### src/rtl/chan_mux_pkg.sv
// Shared types and helpers for the chan_mux_seq channel multiplexer.
package chan_mux_pkg;

  typedef enum logic {
    MODE_MANUAL = 1'b0,
    MODE_AUTO   = 1'b1
  } mode_e;

  function automatic int ch_width(input int n);
    return (n > 1) ? $clog2(n) : 1;
  endfunction

endpackage

### src/rtl/chan_mux_seq_if.sv
// Control/data bundle between a channel source and chan_mux_seq.
interface chan_mux_seq_if
  import chan_mux_pkg::*;
#(
  parameter int W = 2,
  parameter int N = 4
);
  localparam int CW = ch_width(N);

  logic           EN;
  logic           MODE;
  logic [CW-1:0]  S;
  logic [N-1:0]   MASK;
  logic [N*W-1:0] DIN;
  logic [W-1:0]   Y;
  logic [CW-1:0]  CH;
  logic           VALID;
  logic           WRAP;

  modport master (
    output EN, MODE, S, MASK, DIN,
    input  Y, CH, VALID, WRAP
  );

  modport slave (
    input  EN, MODE, S, MASK, DIN,
    output Y, CH, VALID, WRAP
  );
endinterface

### src/rtl/chan_next_sel.sv
// Circular priority search: first unmasked channel strictly after cur,
// falling back to the lowest unmasked channel (a wrap, possibly onto cur).
module chan_next_sel
  import chan_mux_pkg::*;
#(
  parameter int N  = 4,
  parameter int CW = ch_width(N)
) (
  input  logic [CW-1:0] cur,
  input  logic [N-1:0]  mask,
  output logic [CW-1:0] nxt,
  output logic          found,
  output logic          wrap
);

  logic          hit_hi;
  logic          hit_lo;
  logic [CW-1:0] idx_hi;
  logic [CW-1:0] idx_lo;

  always_comb begin
    hit_hi = 1'b0;
    hit_lo = 1'b0;
    idx_hi = '0;
    idx_lo = '0;
    for (int unsigned i = 0; i < N; i++) begin
      if (mask[i] && !hit_lo) begin
        hit_lo = 1'b1;
        idx_lo = CW'(i);
      end
      if (mask[i] && (CW'(i) > cur) && !hit_hi) begin
        hit_hi = 1'b1;
        idx_hi = CW'(i);
      end
    end
    found = hit_lo;
    wrap  = !hit_hi;
    nxt   = hit_hi ? idx_hi : idx_lo;
  end

endmodule

### src/rtl/chan_mux_seq.sv
// Registered N-channel W-bit multiplexer with manual select and masked
// auto-scan dwelling DWELL cycles per channel; WRAP marks a scan restart.
module chan_mux_seq
  import chan_mux_pkg::*;
#(
  parameter int W     = 2,
  parameter int N     = 4,
  parameter int DWELL = 4
) (
  input  logic           CLK,
  input  logic           RST,
  chan_mux_seq_if.slave  bus
);

  localparam int CW   = ch_width(N);
  localparam int CNTW = (DWELL > 1) ? $clog2(DWELL) : 1;
  localparam logic [CNTW-1:0] CNT_LAST = CNTW'(DWELL - 1);

  logic [W-1:0]    din_ch [N];
  mode_e           mode;

  logic [CW-1:0]   ch_q,    ch_d;
  logic [CNTW-1:0] cnt_q,   cnt_d;
  logic            pend_q,  pend_d;
  logic [W-1:0]    y_q,     y_d;
  logic [CW-1:0]   chout_q, chout_d;
  logic            valid_q, valid_d;
  logic            wrap_q,  wrap_d;

  logic            s_hit;
  logic [W-1:0]    s_data;
  logic            cur_hit;
  logic            cur_mask;
  logic [W-1:0]    cur_data;

  logic [CW-1:0]   nxt_idx;
  logic            any_mask;
  logic            nxt_wraps;

  genvar g;
  generate
    for (g = 0; g < N; g++) begin : g_unpack
      assign din_ch[g] = bus.DIN[g*W +: W];
    end
  endgenerate

  assign mode = mode_e'(bus.MODE);

  // Index decode by compare so out-of-range selects (N not a power of two) read as empty.
  always_comb begin
    s_hit    = 1'b0;
    s_data   = '0;
    cur_hit  = 1'b0;
    cur_mask = 1'b0;
    cur_data = '0;
    for (int unsigned i = 0; i < N; i++) begin
      if (bus.S == CW'(i)) begin
        s_hit  = 1'b1;
        s_data = din_ch[i];
      end
      if (ch_q == CW'(i)) begin
        cur_hit  = 1'b1;
        cur_mask = bus.MASK[i];
        cur_data = din_ch[i];
      end
    end
  end

  chan_next_sel #(
    .N  (N),
    .CW (CW)
  ) u_next_sel (
    .cur   (ch_q),
    .mask  (bus.MASK),
    .nxt   (nxt_idx),
    .found (any_mask),
    .wrap  (nxt_wraps)
  );

  // A wrap is decided on the edge ch_q advances but reported one edge later,
  // so WRAP lines up with the first Y cycle of the new channel.
  always_comb begin
    ch_d    = ch_q;
    cnt_d   = cnt_q;
    pend_d  = pend_q;
    y_d     = '0;
    chout_d = chout_q;
    valid_d = 1'b0;
    wrap_d  = 1'b0;
    if (bus.EN) begin
      if (mode == MODE_MANUAL) begin
        y_d     = s_hit ? s_data : '0;
        valid_d = s_hit;
        chout_d = bus.S;
        ch_d    = bus.S;
        cnt_d   = '0;
        pend_d  = 1'b0;
      end else begin
        chout_d = ch_q;
        pend_d  = 1'b0;
        if (any_mask) begin
          y_d     = cur_hit ? cur_data : '0;
          valid_d = cur_mask;
          wrap_d  = pend_q;
          if (!cur_mask || (cnt_q == CNT_LAST)) begin
            ch_d   = nxt_idx;
            cnt_d  = '0;
            pend_d = nxt_wraps;
          end else begin
            cnt_d = cnt_q + 1'b1;
          end
        end
      end
    end
  end

  always_ff @(posedge CLK or posedge RST) begin
    if (RST) begin
      ch_q    <= '0;
      cnt_q   <= '0;
      pend_q  <= 1'b0;
      y_q     <= '0;
      chout_q <= '0;
      valid_q <= 1'b0;
      wrap_q  <= 1'b0;
    end else begin
      ch_q    <= ch_d;
      cnt_q   <= cnt_d;
      pend_q  <= pend_d;
      y_q     <= y_d;
      chout_q <= chout_d;
      valid_q <= valid_d;
      wrap_q  <= wrap_d;
    end
  end

  assign bus.Y     = y_q;
  assign bus.CH    = chout_q;
  assign bus.VALID = valid_q;
  assign bus.WRAP  = wrap_q;

endmodule

### src/flat_wrapper.sv
// flat-port wrapper written by rule: the top's interface ports become plain ports
module chan_mux_seq_flat import chan_mux_pkg::*;
#(
  parameter int W     = 2,
  parameter int N     = 4,
  parameter int DWELL = 4
)
  (CLK, RST, bus_EN, bus_MODE, bus_S, bus_MASK, bus_DIN, bus_Y, bus_CH, bus_VALID, bus_WRAP);
  chan_mux_seq_if #(.W(W), .N(N)) bus_i ();
  input  logic CLK;
  input  logic RST;
  input wire logic [$bits(bus_i.EN)-1:0] bus_EN;
  input wire logic [$bits(bus_i.MODE)-1:0] bus_MODE;
  input wire logic [$bits(bus_i.S)-1:0] bus_S;
  input wire logic [$bits(bus_i.MASK)-1:0] bus_MASK;
  input wire logic [$bits(bus_i.DIN)-1:0] bus_DIN;
  output wire logic [$bits(bus_i.Y)-1:0] bus_Y;
  output wire logic [$bits(bus_i.CH)-1:0] bus_CH;
  output wire logic [$bits(bus_i.VALID)-1:0] bus_VALID;
  output wire logic [$bits(bus_i.WRAP)-1:0] bus_WRAP;
  assign bus_i.EN = bus_EN;
  assign bus_i.MODE = bus_MODE;
  assign bus_i.S = bus_S;
  assign bus_i.MASK = bus_MASK;
  assign bus_i.DIN = bus_DIN;
  assign bus_Y = bus_i.Y;
  assign bus_CH = bus_i.CH;
  assign bus_VALID = bus_i.VALID;
  assign bus_WRAP = bus_i.WRAP;
  chan_mux_seq #(.W(W), .N(N), .DWELL(DWELL)) u_core (.CLK(CLK), .RST(RST), .bus(bus_i));
endmodule
### config.mk
export PLATFORM = sky130hd
export DESIGN_NAME = chan_mux_seq_flat
export DESIGN_NICKNAME = d
export VERILOG_FILES = /design/src/rtl/chan_mux_pkg.sv /design/src/rtl/chan_mux_seq_if.sv /design/src/rtl/chan_next_sel.sv /design/src/rtl/chan_mux_seq.sv /design/src/flat_wrapper.sv
export SDC_FILE = /design/constraint.sdc
export NUM_CORES = 1
export LEC_CHECK = 0
export CAP_MARGIN = 10
export CORE_MARGIN = 5
export CORE_UTILIZATION = 40
export DETAILED_ROUTE_END_ITERATION = 6
export PLACE_DENSITY = 0.69
export SLEW_MARGIN = 20
export SYNTH_ARGS = -nofsm -noshare
export SYNTH_HDL_FRONTEND = slang
export SYNTH_SLANG_ARGS = --single-unit
export TNS_END_PERCENT = 100
### constraint.sdc
create_clock -name CLK -period 1.7 [get_ports CLK]
set_clock_uncertainty 0.05 [all_clocks]
set_input_delay 0.255 -clock CLK [delete_from_list [all_inputs] [get_ports CLK]]
set_output_delay 0.255 -clock CLK [all_outputs]
set_load 0.03 [all_outputs]
==> results.cfg <==
[drt]
routed_wl_um = 1730
viasPerCell = 5.21
dr.pass1.iters = 4
wl_per_cell_um = 12.8
drc_errors = 0
ant_nets = 0
initialDrtViolationCount = 18
vias = 709

[die]
core_area_um2 = 1760
start_util_pct = 42.6
ios = 24
die-area_um2 = 2840
row_count = 15
die_w_um = 53.3
die_h_um = 53.3

[clock_network]
cts_buffers = 3
worst_setup_hold_path_clk_slew_ns = 0.07
htreeDepth = 1
holdBufCountCts = 0
insertion_delay_ns = 0.27
tritoncts = yes
cts.sinks = 11
post_cts_resized = 0
clockRootBuffer = clkbuf_4
clockBufferDepth = 2

[logic_synthesis]
synthArstFlopShare_pct = 100
yosysSeqAreaShare_pct = 36.7
ys_top_cells_by_area = dfrtp_1, mux4_2, mux4_1
synthAdderAreaFrac_pct = 1.67
synth_fp_nets = 93
synth-edff-count = 0
synth_cells = 74
synth_area_per_cell_um2 = 10.1
muxShareOfSynthArea_pct = 19.0
synth-compound-area-share_pct = 18.8
yosys.area.top_type_share_pct = 36.7
synth_flop_cell = dfrtp_1
ys_seq_elements = 11
synth-xor-area-share_pct = 0
yosysWarnings = 0
synth_top_cell_by_area = dfrtp_1
synth-simple-area-share_pct = 18.3
synthTopCellsByCount = dfrtp_1, nand2_1, nor2_1, inv_1, nand3_1
ys_types = 30
yosys.cell_count.top_type = dfrtp_1
netlist_area_um2 = 751
synth_top_family_by_area = multiplexers

[finish]
nets = 131
nFillCells = 161
final_layout_size_suffix_gt1_share_pct = 22.5
final_cell_area_um2 = 1120
utilization_pct = 63.5
area.growth.synth_to_final_pct = 49.3
num_antenna_cells = 0

[worst_setup_path]
required_ns = 1.80
startpoint_type = input pin
crit_type = input pin to flip-flop
crit_path_max_fanout = 3
endpoint_kind = flip-flop
crit_arrival_ns = 1.73
timing.reg2reg.setup_slack_ns = 0.13

[global_route]
grt_max_degree = 12
overflow = 0
grt_pass1_vias = 757
gr-usage-all-layers_pct = 15.6
grt_pass1_wl_um = 3190
antenna_found_initial = 0

[power_and_ir_drop]
power.share.combinational_pct = 51.3
ir_drop_uv = 710
intPower_mw = 0.741
seq_power_share_pct = 33.2
p_leak_nw = 0.475
cellPowerDensity_nw_per_um2 = 1020
p_switching_mw = 0.399
pwr-share-clk_pct = 15.4
swShare_pct = 35.0

[sta]
min_period_ns = 1.62
timing.fmax_ghz = 0.616
finalSetupViolCount = 0
final_min_period_over_clock_period_pct = 95.5
timing.final.ws_setup_ns = 0.0765
hold_viol = 0
rsz0062_at_grt = no
tightest_slew_ns = 0.401
relSlewSlack_pct = 73.2
holdWs_ns = 0.223
final_max_slew_viol_count = 0

[hold_path]
hold_class = input pin to async pin

[place]
place.gp.congestion = 0.818
place_hpwl_um = 1430
place_area_um2 = 1090
io_buffer_count = 23
dp_slack_ns = -0.227

[status]
status = finished clean

[job]
drv_cap = 0
-- worst paths after layout --
check | cells after the start | end | startpoint
max in group asynchronous | 2 | u_core.bus.WRAP$_DFF_PP0_ | RST
min reg2reg | 1 | u_core.cnt_q[0]$_DFFE_PP0P_ | u_core.cnt_q[0]$_DFFE_PP0P_
max reg2reg | 4 | u_core.ch_q[0]$_DFFE_PP0P_ | u_core.ch_q[0]$_DFFE_PP0P_
max | 4 | u_core.ch_q[0]$_DFFE_PP0P_ | bus_MASK[0]
min | 2 | u_core.cnt_q[1]$_DFFE_PP0P_ | RST
min in group CLK | 1 | u_core.cnt_q[0]$_DFFE_PP0P_ | u_core.cnt_q[0]$_DFFE_PP0P_
-- logic make-up (layout without fill, tap and decap cells) --
group	after synthesis	after routing
buf+inv	9	46
compound gates	19	19
flops	11	11
fa+ha+maj	1	1
mux	7	7
simple gates	27	27
-- sequential cells by signal, summed over array words and instances (netlist names) --
register          flops
u_core.pend_q         1
u_core.bus.Y          2
u_core.cnt_q          2
u_core.bus.VALID      1
u_core.bus.CH         2
u_core.bus.WRAP       1
u_core.ch_q           2
-- power by group through the flow --
stage                     sequential (mW)  clock [mW]  combinational [mW]
after floorplan                     0.419           0               0.341
after global placement              0.384           0               0.583
after detailed placement            0.382           0               0.589
after CTS                           0.380       0.175               0.588
after global routing                0.391       0.187               0.649
final                               0.379       0.176               0.585
-- layout make-up --
class	count	area, um^2	share of cell area (%)
inverters	5	18.8	1.67
flip-flops and latches	11	275	24.6
clock buffers	4	26.3	2.34
multi-input cells	54	434	38.7
repair buffers	37	335	29.9
well taps	25	31.3	2.79
-- cells in the final DEF, fill, tap and decap left out, types with 2 or more instances in the layout --
cell type / count
clkdlybuf4s50_1: 23
inv_1: 5
a21oi_1: 3
o21ai_0: 3
mux4_2: 3
mux4_1: 2
o22ai_1: 2
nand2b_1: 3
nand3b_1: 2
nor2b_1: 2
nand3_1: 5
dfrtp_1: 11
nand2_1: 7
mux2_1: 2
buf_4: 14
clkbuf_4: 3
nor2_1: 6
-- routing by layer --
layer / vias up / GRT usage [%] / wire (um)
met5: - / 0 / 0
met4: 0 / 8.94 / 43
met3: 4 / 3.10 / 126
met2: 27 / 25.5 / 774
met1: 324 / 18.9 / 789
li1: 354 / - / -
-- metrics by stage --
stage | TNS [ns] | std cells | total power [mW]
6_report | 0 | 136 | 1.14
5_1_grt | 0 | 136 | 1.23
4_1_cts | 0 | 136 | 1.14
3_5_place_dp | -0.727 | 132 | 0.971
3_3_place_gp | -0.508 | 132 | 0.967
2_1_floorplan | 0 | 74 | 0.760
-- what timing repair did --
action,4_1_cts,5_1_grt
setup buffers,0,0
hold endpoints to repair,0,0
setup endpoints to repair,0,1
-- critical path, cell delays in order --
cell	delay, ns
clkdlybuf4s50_1	0.44
o41a_2	0.53
a21boi_2	0.17
mux2_1	0.33
No activity file was read; power rests on OpenSTA's default activity.
